===== src/rtl/ps2_pkg.sv =====
// Shared state encoding, timing defaults and keyboard command codes for the
// PS/2 host transmit path.
package ps2_pkg;

  typedef enum logic [2:0] {
    ST_IDLE,
    ST_INHIBIT,
    ST_REQ,
    ST_DATA,
    ST_PARITY,
    ST_STOP,
    ST_ACK,
    ST_WAIT_IDLE
  } ps2_state_e;

  localparam int PS2_INHIBIT_CYC_DEF = 6000;
  localparam int PS2_TIMEOUT_CYC_DEF = 750000;

  localparam logic [7:0] PS2_CMD_SET_LEDS = 8'hED;
  localparam logic [7:0] PS2_CMD_ENABLE   = 8'hF4;
  localparam logic [7:0] PS2_CMD_RESET    = 8'hFF;

  function automatic logic odd_parity(input logic [7:0] d);
    return ~^d;
  endfunction

endpackage


===== src/rtl/ps2_sync_edge.sv =====
// Two-flop synchronizer for one open-drain PS/2 line plus falling-edge detect.
module ps2_sync_edge (
  input  logic i_clk,
  input  logic i_rst,
  input  logic i_line,
  output logic o_sync,
  output logic o_fall
);

  logic r_meta;
  logic r_sync;
  logic r_prev;

  // Idle bus level is high, so reset to 1 to avoid a false edge after reset.
  always_ff @(posedge i_clk or posedge i_rst) begin
    if (i_rst) begin
      r_meta <= 1'b1;
      r_sync <= 1'b1;
      r_prev <= 1'b1;
    end else begin
      r_meta <= i_line;
      r_sync <= r_meta;
      r_prev <= r_sync;
    end
  end

  assign o_sync = r_sync;
  assign o_fall = r_prev & ~r_sync;

endmodule


===== src/rtl/ps2_host_tx.sv =====
// PS/2 host-to-device command transmitter: inhibit, request-to-send, clock out
// eight data bits, odd parity and stop, then check the device ACK.
module ps2_host_tx
  import ps2_pkg::*;
#(
  parameter int INHIBIT_CYC = PS2_INHIBIT_CYC_DEF,
  parameter int TIMEOUT_CYC = PS2_TIMEOUT_CYC_DEF
) (
  input  logic       clk_i,
  input  logic       rst_i,
  input  logic [7:0] cmd_data_i,
  input  logic       cmd_valid_i,
  output logic       cmd_ready_o,
  input  logic       ps2_clk_i,
  input  logic       ps2_dat_i,
  output logic       ps2_clk_oe_o,
  output logic       ps2_dat_oe_o,
  output logic       busy_o,
  output logic       done_o,
  output logic       error_o
);

  localparam int INH_W = $clog2(INHIBIT_CYC) + 1;
  localparam int TO_W  = $clog2(TIMEOUT_CYC) + 1;
  localparam logic [INH_W-1:0] INH_START = INH_W'(INHIBIT_CYC - 2);
  localparam logic [INH_W-1:0] INH_LAST  = INH_W'(INHIBIT_CYC - 1);
  localparam logic [TO_W-1:0]  TO_LAST   = TO_W'(TIMEOUT_CYC - 1);

  ps2_state_e       r_state;
  logic [INH_W-1:0] r_inh_cnt;
  logic [TO_W-1:0]  r_to_cnt;
  logic [2:0]       r_bit;
  logic             r_ack_ok;
  logic [7:0]       r_data;
  logic             r_par;

  logic w_clk_sync;
  logic w_clk_fall;
  logic w_dat_sync;
  logic w_dat_fall_unused;
  logic w_accept;
  logic w_timeout;

  ps2_sync_edge u_sync_clk (
    .i_clk  (clk_i),
    .i_rst  (rst_i),
    .i_line (ps2_clk_i),
    .o_sync (w_clk_sync),
    .o_fall (w_clk_fall)
  );

  ps2_sync_edge u_sync_dat (
    .i_clk  (clk_i),
    .i_rst  (rst_i),
    .i_line (ps2_dat_i),
    .o_sync (w_dat_sync),
    .o_fall (w_dat_fall_unused)
  );

  assign w_accept  = cmd_valid_i & cmd_ready_o;
  assign w_timeout = (r_to_cnt == TO_LAST);

  always_ff @(posedge clk_i) begin
    if (w_accept) begin
      r_data <= cmd_data_i;
      r_par  <= odd_parity(cmd_data_i);
    end
  end

  always_ff @(posedge clk_i or posedge rst_i) begin
    if (rst_i) begin
      r_state      <= ST_IDLE;
      r_inh_cnt    <= '0;
      r_to_cnt     <= '0;
      r_bit        <= '0;
      r_ack_ok     <= 1'b0;
      ps2_clk_oe_o <= 1'b0;
      ps2_dat_oe_o <= 1'b0;
      cmd_ready_o  <= 1'b1;
      busy_o       <= 1'b0;
      done_o       <= 1'b0;
      error_o      <= 1'b0;
    end else begin
      done_o   <= 1'b0;
      error_o  <= 1'b0;
      r_to_cnt <= w_clk_fall ? '0 : r_to_cnt + 1'b1;
      case (r_state)
        ST_IDLE: begin
          r_to_cnt <= '0;
          if (w_accept) begin
            r_state      <= ST_INHIBIT;
            r_inh_cnt    <= '0;
            ps2_clk_oe_o <= 1'b1;
            cmd_ready_o  <= 1'b0;
            busy_o       <= 1'b1;
          end
        end
        ST_INHIBIT: begin
          r_to_cnt  <= '0;
          r_inh_cnt <= r_inh_cnt + 1'b1;
          // Start bit goes out one cycle before the clock is released.
          if (r_inh_cnt == INH_START) ps2_dat_oe_o <= 1'b1;
          if (r_inh_cnt == INH_LAST) begin
            r_state      <= ST_REQ;
            r_inh_cnt    <= '0;
            ps2_clk_oe_o <= 1'b0;
          end
        end
        ST_REQ: begin
          if (w_clk_fall) begin
            r_state      <= ST_DATA;
            r_bit        <= '0;
            ps2_dat_oe_o <= ~r_data[0];
          end
        end
        ST_DATA: begin
          if (w_clk_fall) begin
            if (r_bit == 3'd7) begin
              r_state      <= ST_PARITY;
              ps2_dat_oe_o <= ~r_par;
            end else begin
              r_bit        <= r_bit + 3'd1;
              ps2_dat_oe_o <= ~r_data[r_bit + 3'd1];
            end
          end
        end
        ST_PARITY: begin
          if (w_clk_fall) begin
            r_state      <= ST_STOP;
            ps2_dat_oe_o <= 1'b0;
          end
        end
        ST_STOP: begin
          if (w_clk_fall) r_state <= ST_ACK;
        end
        ST_ACK: begin
          r_to_cnt <= '0;
          r_state  <= ST_WAIT_IDLE;
          r_ack_ok <= ~w_dat_sync;
          if (w_dat_sync) error_o <= 1'b1;
        end
        ST_WAIT_IDLE: begin
          if (w_clk_sync && w_dat_sync) begin
            r_state     <= ST_IDLE;
            cmd_ready_o <= 1'b1;
            busy_o      <= 1'b0;
            done_o      <= r_ack_ok;
          end
        end
        default: r_state <= ST_IDLE;
      endcase
      // A NACK already reported its error; a later timeout must not pulse again.
      if (w_timeout && (r_state != ST_IDLE) && (r_state != ST_INHIBIT)) begin
        r_state      <= ST_IDLE;
        r_to_cnt     <= '0;
        ps2_clk_oe_o <= 1'b0;
        ps2_dat_oe_o <= 1'b0;
        cmd_ready_o  <= 1'b1;
        busy_o       <= 1'b0;
        done_o       <= 1'b0;
        error_o      <= ~((r_state == ST_WAIT_IDLE) && !r_ack_ok);
      end
    end
  end

endmodule


===== config.mk =====
export PLATFORM = sky130hd
export DESIGN_NAME = ps2_host_tx
export DESIGN_NICKNAME = d
export VERILOG_FILES = /design/src/rtl/ps2_pkg.sv /design/src/rtl/ps2_sync_edge.sv /design/src/rtl/ps2_host_tx.sv
export SDC_FILE = /design/constraint.sdc
export NUM_CORES = 1
export LEC_CHECK = 0
export CORE_ASPECT_RATIO = 1.4
export CORE_MARGIN = 1.5
export CORE_UTILIZATION = 47
export CTS_CLUSTER_SIZE = 20
export DETAILED_ROUTE_END_ITERATION = 8
export PLACE_DENSITY = 0.7
export SLEW_MARGIN = 10
export SYNTH_ARGS = -nofsm -noshare
export SYNTH_HDL_FRONTEND = slang
export SYNTH_SLANG_ARGS = --single-unit

===== constraint.sdc =====
create_clock -name clk_i -period 3.1 [get_ports clk_i]
set_input_delay 0.775 -clock clk_i [delete_from_list [all_inputs] [get_ports clk_i]]
set_output_delay 0.775 -clock clk_i [all_outputs]
set_load 0.03 [all_outputs]

==> parameters.txt, run 1 <==
Parameter                              Value

Timing
  Final setup skew ... 0.00930 ns
  RSZ-0062 raised after global routing ... no
  Setup TNS after final layout ... 0 ns
  Hold violation total from the final report ... 0
  Final number of max-transition violations ... 0
  Fmax ... 419 MHz
  Portion of the clock cycle consumed by the worst path in the final layout ... 0.770
  Count of endpoints failing setup in the final report ... 0
  Max_slew headroom ... 0.563
  Time the final worst path needs with I/O delays and setup ... 2.39 ns
  Transition time of the tightest slew-check pin ... 0.655 ns

Logic synthesis
  Post-synthesis adder-cell area fraction ... 0.0194
  Synthesis Warnings ... 0
  Dominant combinational cell family by area after synthesis ... simple AND/OR/NAND/NOR gates
  Cell type contributing the most total cell area after synthesis ... sky130_fd_sc_hd__dfrtp_1
  Number of nets in the synthesized netlist ... 345
  Simple-gate share of the synthesized area ... 0.243
  Library cells used by synthesis ... 56
  Compound-gate portion of the synthesized area ... 0.117
  Ranking of synthesized cells by area ... sky130_fd_sc_hd__dfrtp_1 (37%), sky130_fd_sc_hd__edfxtp_1 (8.4%), sky130_fd_sc_hd__dfstp_2 (4.9%)
  EDFF count, synth ... 9
  Combined area of all synthesized cells ... 0.00322 mm^2
  Async set-reset flop share out of synthesis ... 0.855
  Cell with the most instances after synthesis ... sky130_fd_sc_hd__dfrtp_1
  List of most frequent post-synthesis cells ... sky130_fd_sc_hd__dfrtp_1 (47), sky130_fd_sc_hd__nor2_1 (35), sky130_fd_sc_hd__nand2_1 (25), sky130_fd_sc_hd__nand3_1 (18), sky130_fd_sc_hd__xnor2_1 (18)
  Post-synthesis share of cell area spent on xor and xnor gates ... 0.0735
  Share of synthesized area spent on multiplexers ... 0.0136
  Count of state elements after synthesis ... 62
  Mean cell area of the mapped netlist ... 9.85 um^2
  Primary flip-flop cell chosen by synthesis mapping ... sky130_fd_sc_hd__dfrtp_1
  Share of Yosys cell area claimed by the top area cell type ... 0.365
  Post-synthesis sequential area ratio ... 0.498
  Cell count after synthesis ... 327

Floorplan
  Top-level port count ... 19
  Core Area ... 0.00661 mm^2
  Number of cell rows ... 35
  Area enclosed by the die boundary ... 0.00736 mm^2
  Die width ... 72.9 um
  Vertical extent of the die ... 101 um
  Initial cell density of the core ... 0.487

Finish
  Growth of design area from synthesis to finish ... 14.0%
  Core occupancy in the finished layout ... 0.555
  Final-stage net count ... 369
  Fraction of final layout cells with drive strength greater than 1 ... 0.101
  Inserted Diodes ... 0
  Number of fill cells ... 583

Power and ir drop
  Total power of the final layout ... 2470 uW
  Pwr per Cell Area ... 672 mW/mm^2
  Static power due to leakage ... 0.00144 uW
  Largest vdd supply drop ... 0.425 mV

Detailed routing
  Pre-antenna DRT Iters ... 5
  Vias ... 2,509
  Vias per inst ... 5.60
  Drt drc ... 0
  Routed Wire Length ... 6510 um
  Violation count after the first detailed-route iteration ... 188
  Wirelength per Cell ... 14.5 um
  Post-detailed-route count of antenna-violating nets ... 0

Setup path
  Cell-by-cell listing of the critical path ... clkdlybuf4s50_1
  Startpoint type of the worst setup path ... register
  Maximum fanout encountered on the critical timing path ... 5
  Critical path capture point type ... primary output
  Largest stage delay on the critical path ... 0.69 ns
  CP Data Required Time ... 2.32 ns
  Critical path data arrival time ... 1.61 ns
  Slowest library cell on the worst path ... sky130_fd_sc_hd__clkdlybuf4s50_1
  CP Class ... reg2out
  Critical path buffer and inverter count ... 1
  Worst path top cell family by delay ... buffers and inverters

Global route
  Global route overflow ... 0
  Total track usage ... 0.202
  Wire length of the first global-routing pass ... 11,500 um
  Number of global-route vias before repair ... 2,514
  Pin count of the biggest net entering global routing ... 33
  Number of antenna violations at the first check in global routing ... 0

Clocking
  Setup fix buffers added after clock tree synthesis ... 0
  TritonCTS sink count ... 62
  Clock tree from TritonCTS ... built
  Clock Tree Root ... sky130_fd_sc_hd__clkbuf_8
  Buffer depth of the longest clock path ... 2
  Post-cts resize count ... 0
  CTS HTree Levels ... 3
  Num CTS Buffers ... 9
  Clk_lat worst skew ... 0.35 ns
  Hold bufs inserted after CTS ... 0
  Clock transition at the registers of the reported paths ... 0.07 ns

Place
  RD Place Congestion ... 0.876
  Port Buffer Count ... 18
  HPWL reported at the end of detailed placement ... 4520 um

Run status
  Outcome ... complete, no violations

Job
  Total of max-cap violations ... 0

Min path
  Worst min-delay path category ... reg2reg
[report_power, final]
group | leakage [uW] | switching [uW] | internal (uW) | total [uW]
Sequential | 0.000782 | 148 | 932 | 1080
Combinational | 0.000576 | 453 | 309 | 763
Clock | 0.0000861 | 315 | 308 | 623
[per-stage QoR]
stage / instance area (um^2) / setup WS (ns) / hold slack, ns / instances
6_report: 3670 / 0.714 / 0.357 / 448
5_1_grt: 3670 / 0.619 / 0.361 / 448
4_1_cts: 3670 / 0.699 / 0.359 / 448
3_5_place_dp: 3500 / 0.674 / 0.349 / 432
3_3_place_gp: 3500 / 0.718 / 0.346 / 432
2_1_floorplan: 3220 / 1.01 / 0.345 / 327
[path summary, 6_finish.rpt]
| kind | from | endpoint | slack (ns) | cells past startpoint |
|---|---|---|---|---|
| min in group asynchronous | rst_i | done_o | 0.84 | 2 |
| worst max-delay path | cmd_ready_o | cmd_ready_o | 0.71 | 1 |
| worst max register to register | r_state[2] | r_inh_cnt[12] | 0.84 | 5 |
| worst min-delay path | u_sync_dat.r_meta | u_sync_dat.o_sync | 0.36 | 0 |
| max in group asynchronous | rst_i | r_to_cnt[8] | 1.60 | 3 |
| worst min register to register | u_sync_dat.r_meta | u_sync_dat.o_sync | 0.36 | 0 |
[placed cells by master (no fill, tap or decap), types with 4 or more instances in the layout]
cell type and count:
sky130_fd_sc_hd__nand4_1 8, sky130_fd_sc_hd__ha_1 5, sky130_fd_sc_hd__xnor2_1 18, sky130_fd_sc_hd__nor2_1 35
sky130_fd_sc_hd__clkdlybuf4s50_1 18, sky130_fd_sc_hd__nand2_1 25, sky130_fd_sc_hd__nand2b_1 5, sky130_fd_sc_hd__nor3_1 12
sky130_fd_sc_hd__o21ai_0 16, sky130_fd_sc_hd__and3_1 8, sky130_fd_sc_hd__nor4_1 4, sky130_fd_sc_hd__xor2_1 9
sky130_fd_sc_hd__or3_1 5, sky130_fd_sc_hd__o21bai_1 4, sky130_fd_sc_hd__nand3_1 18, sky130_fd_sc_hd__a21o_1 5
sky130_fd_sc_hd__nor4b_1 5, sky130_fd_sc_hd__a21oi_1 12, sky130_fd_sc_hd__inv_1 16, sky130_fd_sc_hd__dfrtp_1 47
sky130_fd_sc_hd__clkbuf_8 10, sky130_fd_sc_hd__edfxtp_1 9, sky130_fd_sc_hd__dfstp_2 6, sky130_fd_sc_hd__buf_4 5
[metal layers]
| layer | global-route usage | vias up | wire (um) |
|---|---|---|---|
| met3 | 0.0400 | 15 | 272 |
| met2 | 0.333 | 77 | 3270 |
| met4 | 0.0987 | 0 | 129 |
| met5 | 0 | - | 0 |
| li1 | - | 1217 | - |
| met1 | 0.250 | 1200 | 2840 |
[kinds of logic after synthesis]
| family | count (synthesis) |
|---|---|
| and+or+nand+nor | 147 |
| DFF | 62 |
| AOI/OAI and AO/OA | 56 |
| xor gates and xnor gates | 27 |
| buffers and inverters | 27 |
| adders and majority gates | 5 |
| muxes | 3 |
[sequential cells by signal (all words and copies together) (netlist names)]
| name | count |
|---|---|
| u_sync_clk.r_prev | 1 |
| r_state | 3 |
| r_bit | 3 |
| done_o | 1 |
| u_sync_dat.r_meta | 1 |
| error_o | 1 |
| r_par | 1 |
| u_sync_dat.o_sync | 1 |
| ps2_clk_oe_o | 1 |
| u_sync_clk.o_sync | 1 |
| busy_o | 1 |
| cmd_ready_o | 1 |
| r_inh_cnt | 14 |
| r_to_cnt | 21 |
| r_data | 8 |
| r_ack_ok | 1 |
| u_sync_clk.r_meta | 1 |
| ps2_dat_oe_o | 1 |
[layout make-up]
class                      instances  area [um^2]  area share
multi-input combinational        238         1500       0.409
clock inverter                     4         22.5     0.00613
timing repair buffer              23          218      0.0593
clock buffer                      12          145      0.0395
tap                               92          115      0.0314
inverter                          17         63.8      0.0174
sequential                        62         1600       0.437
Power figures use the tool's default switching activity.
==> run 2: changes to the inputs <==
Settings changed: PLACE_DENSITY 0.7 to 0.73.
Clock period 3.1 ns to 1.93 ns, I/O delays scaled along.
==> run 2 against run 1 <==
Final area rose by 8.3%. Critical path type is now reg2reg. Critical path depth rose by 4. Via count rose by 2.1%.
==> parameters.txt, run 2 (synthesized netlist as in run 1, its figures left out) <==
Parameter                              Value

Setup path
  Maximum fanout encountered on the critical timing path ... 9 (+4)
  Startpoint type of the worst setup path ... register
  R2R depth ... 5 (unchanged)
  Critical path data arrival time ... 2.11 ns (+0.50 ns)
  Source of the worst register-to-register timing path ... r_state[1]
  Reg-to-reg slack, setup ... 0.06 ns (-0.78 ns)
  Capturing point of the worst reg2reg path ... r_state[0]
  CP Class ... reg2reg
  Critical path endpoint ... r_state[0]
  CP Data Required Time ... 2.18 ns (-0.14 ns)
  Launch point of the critical path ... r_state[1]
  Critical path capture point type ... register

Power and ir drop
  Static power due to leakage ... 0.00160 uW (+11%)
  Pwr per Cell Area ... 1140 mW/mm^2 (+70%)
  Sw Pwr ... 1590 uW (+74%)
  Sw frac ... 0.352 (-0.0199)
  Part of the total power dissipated in combinational logic ... 0.371 (+0.062)
  Total power of the final layout ... 4530 uW (+84%)
  Portion of total power attributed to the clock network ... 0.265 (+0.012)
  Largest vdd supply drop ... 0.540 mV (+27%)
  Part of the total power dissipated in sequential elements ... 0.364 (-0.074)
  Internal power ... 2940 uW (+90%)

Global route
  Wire length of the first global-routing pass ... 11,600 um (+1.2%)
  Pin count of the biggest net entering global routing ... 33 (unchanged)
  Number of antenna violations at the first check in global routing ... 0 (unchanged)
  Total track usage ... 0.206 (+0.00363)
  Global route overflow ... 0 (unchanged)
  Number of global-route vias before repair ... 2,493 (-0.84%)

Timing
  Max_slew headroom ... 0.601 (+0.0386)
  Final setup skew ... 0.00935 ns (+0.0000546 ns)
  Time the final worst path needs with I/O delays and setup ... 1.87 ns
  Transition time of the tightest slew-check pin ... 0.597 ns (-0.0584 ns)
  Count of endpoints failing setup in the final report ... 0 (unchanged)
  Portion of the clock cycle consumed by the worst path in the final layout ... 0.967
  RSZ-0062 raised after global routing ... yes
  Hold violation total from the final report ... 0 (unchanged)
  Fmax ... 536 MHz
  Setup TNS after final layout ... 0 ns (unchanged)
  Final number of max-transition violations ... 0 (unchanged)

Clocking
  Buffer depth of the longest clock path ... 2 (unchanged)
  Setup fix buffers added after clock tree synthesis ... 0 (unchanged)
  Hold bufs inserted after CTS ... 0 (unchanged)
  Clock Tree Root ... sky130_fd_sc_hd__clkbuf_8
  Num CTS Buffers ... 9 (unchanged)
  TritonCTS sink count ... 62 (unchanged)
  CTS HTree Levels ... 3 (unchanged)
  Clk_lat worst skew ... 0.35 ns (about the same)
  Clock transition at the registers of the reported paths ... 0.07 ns (about the same)
  Clock tree from TritonCTS ... built

Finish
  Fraction of final layout cells with drive strength greater than 1 ... 0.177 (+0.0757)
  Register containing the most flip-flops in the final layout ... r_to_cnt
  Inserted Diodes ... 0 (unchanged)
  Number of fill cells ... 553 (-5.1%)
  Largest register FFs ... 21 (unchanged)
  Core occupancy in the finished layout ... 0.601 (+0.0460)
  Commonest non-fill, non-tap cell in the layout ... sky130_fd_sc_hd__dfrtp_1
  Registers with the highest flip-flop counts ... r_to_cnt (21), r_inh_cnt (14), r_data (8)
  Final-stage net count ... 392 (+6.2%)
  Growth of design area from synthesis to finish ... 23.5%
  Most used cells in the layout excluding fill and tap cells ... sky130_fd_sc_hd__dfrtp_1 (46), sky130_fd_sc_hd__nor2_1 (35), sky130_fd_sc_hd__nand2_1 (25), sky130_fd_sc_hd__buf_4 (25)

Job
  Total of max-cap violations ... 0 (unchanged)

Floorplan
  Top-level port count ... 19 (unchanged)
  Vertical extent of the die ... 101 um (unchanged)
  Area enclosed by the die boundary ... 0.00736 mm^2 (unchanged)
  Initial cell density of the core ... 0.487 (unchanged)
  Number of cell rows ... 35 (unchanged)
  Core Area ... 0.00661 mm^2 (unchanged)
  Die width ... 72.9 um (unchanged)

Detailed routing
  Vias ... 2,562 (+2.1%)
  Routed Wire Length ... 6720 um (+3.2%)
  Violation count after the first detailed-route iteration ... 151 (-20%)
  Vias per inst ... 5.44 (-2.9%)
  Post-detailed-route count of antenna-violating nets ... 0 (unchanged)
  Pre-antenna DRT Iters ... 5 (unchanged)
  Drt drc ... 0 (unchanged)
  Wirelength per Cell ... 14.3 um (-1.9%)

Min path
  Worst min-delay path category ... reg2reg

Place
  HPWL reported at the end of detailed placement ... 4770 um (+5.5%)
  Port Buffer Count ... 18 (unchanged)
  RD Place Congestion ... 0.887 (+1.2%)

Run status
  Outcome ... complete, no violations
[run 2: how the worst min path moves through the flow]
stage,depth (start not counted),startpoint,to,slack (ns)
final,0,u_sync_dat.r_meta,u_sync_dat.o_sync,0.36
after global routing,0,u_sync_clk.r_meta,u_sync_clk.o_sync,0.36
after CTS,0,u_sync_dat.r_meta,u_sync_dat.o_sync,0.36
after detailed placement,0,u_sync_dat.r_meta,u_sync_dat.o_sync,0.35
after global placement,0,u_sync_clk.r_meta,u_sync_clk.o_sync,0.35
after floorplan,0,u_sync_clk.r_meta,u_sync_clk.o_sync,0.35
[run 2: critical path, cell delays in order, from the launching register on]
cell	delay (ns)
sky130_fd_sc_hd__dfrtp_1	0.48
sky130_fd_sc_hd__and3_1	0.21
sky130_fd_sc_hd__a221o_1	0.37
sky130_fd_sc_hd__a311oi_2	0.31
sky130_fd_sc_hd__a21oi_1	0.13
sky130_fd_sc_hd__a311oi_1	0.27
[run 2: routing by layer]
| layer | wire (um) | share of wire | GRT usage |
|---|---|---|---|
| met1 | 2890 | 0.43 | 0.249 |
| met2 | 3470 | 0.52 | 0.344 |
| met3 | 204 | 0.030 | 0.0370 |
| met4 | 146 | 0.022 | 0.107 |
| met5 | 0 | 0 | 0 |
[run 2: layout make-up]
| type | instances | area, um^2 | area share |
|---|---|---|---|
| Multi-Input combinational cell | 238 | 1560 | 0.392 |
| Clock buffer | 11 | 153 | 0.0384 |
| Tap cell | 92 | 115 | 0.0290 |
| Inverter | 17 | 63.8 | 0.0161 |
| Sequential cell | 62 | 1610 | 0.404 |
| Clock inverter | 5 | 56.3 | 0.0142 |
| Timing Repair Buffer | 46 | 425 | 0.107 |
[run 2: power groups by stage]
stage	clock network, uW	registers, uW	logic [uW]
after floorplan	0	1710	926
after global placement	0	1660	1610
after detailed placement	0	1670	1640
after CTS	1220	1640	1660
after global routing	1280	1670	1830
final	1200	1650	1680
[run 2: timing repair]
item	in CTS	in global routing
pin swaps	0	1
endpoints found under the setup margin	3	27
gates resized for setup	5	9
[run 2: metrics by stage]
step / setup slack, ns / hold slack [ns] / area [um^2] / std cells
after detailed placement: -0.159 / 0.348 / 3710 / 455
after global routing: -0.0276 / 0.362 / 3980 / 471
after CTS: -0.0313 / 0.358 / 3930 / 471
final: 0.0645 / 0.357 / 3980 / 471
after global placement: -0.0951 / 0.347 / 3710 / 455
after floorplan: 0.00375 / 0.345 / 3220 / 327
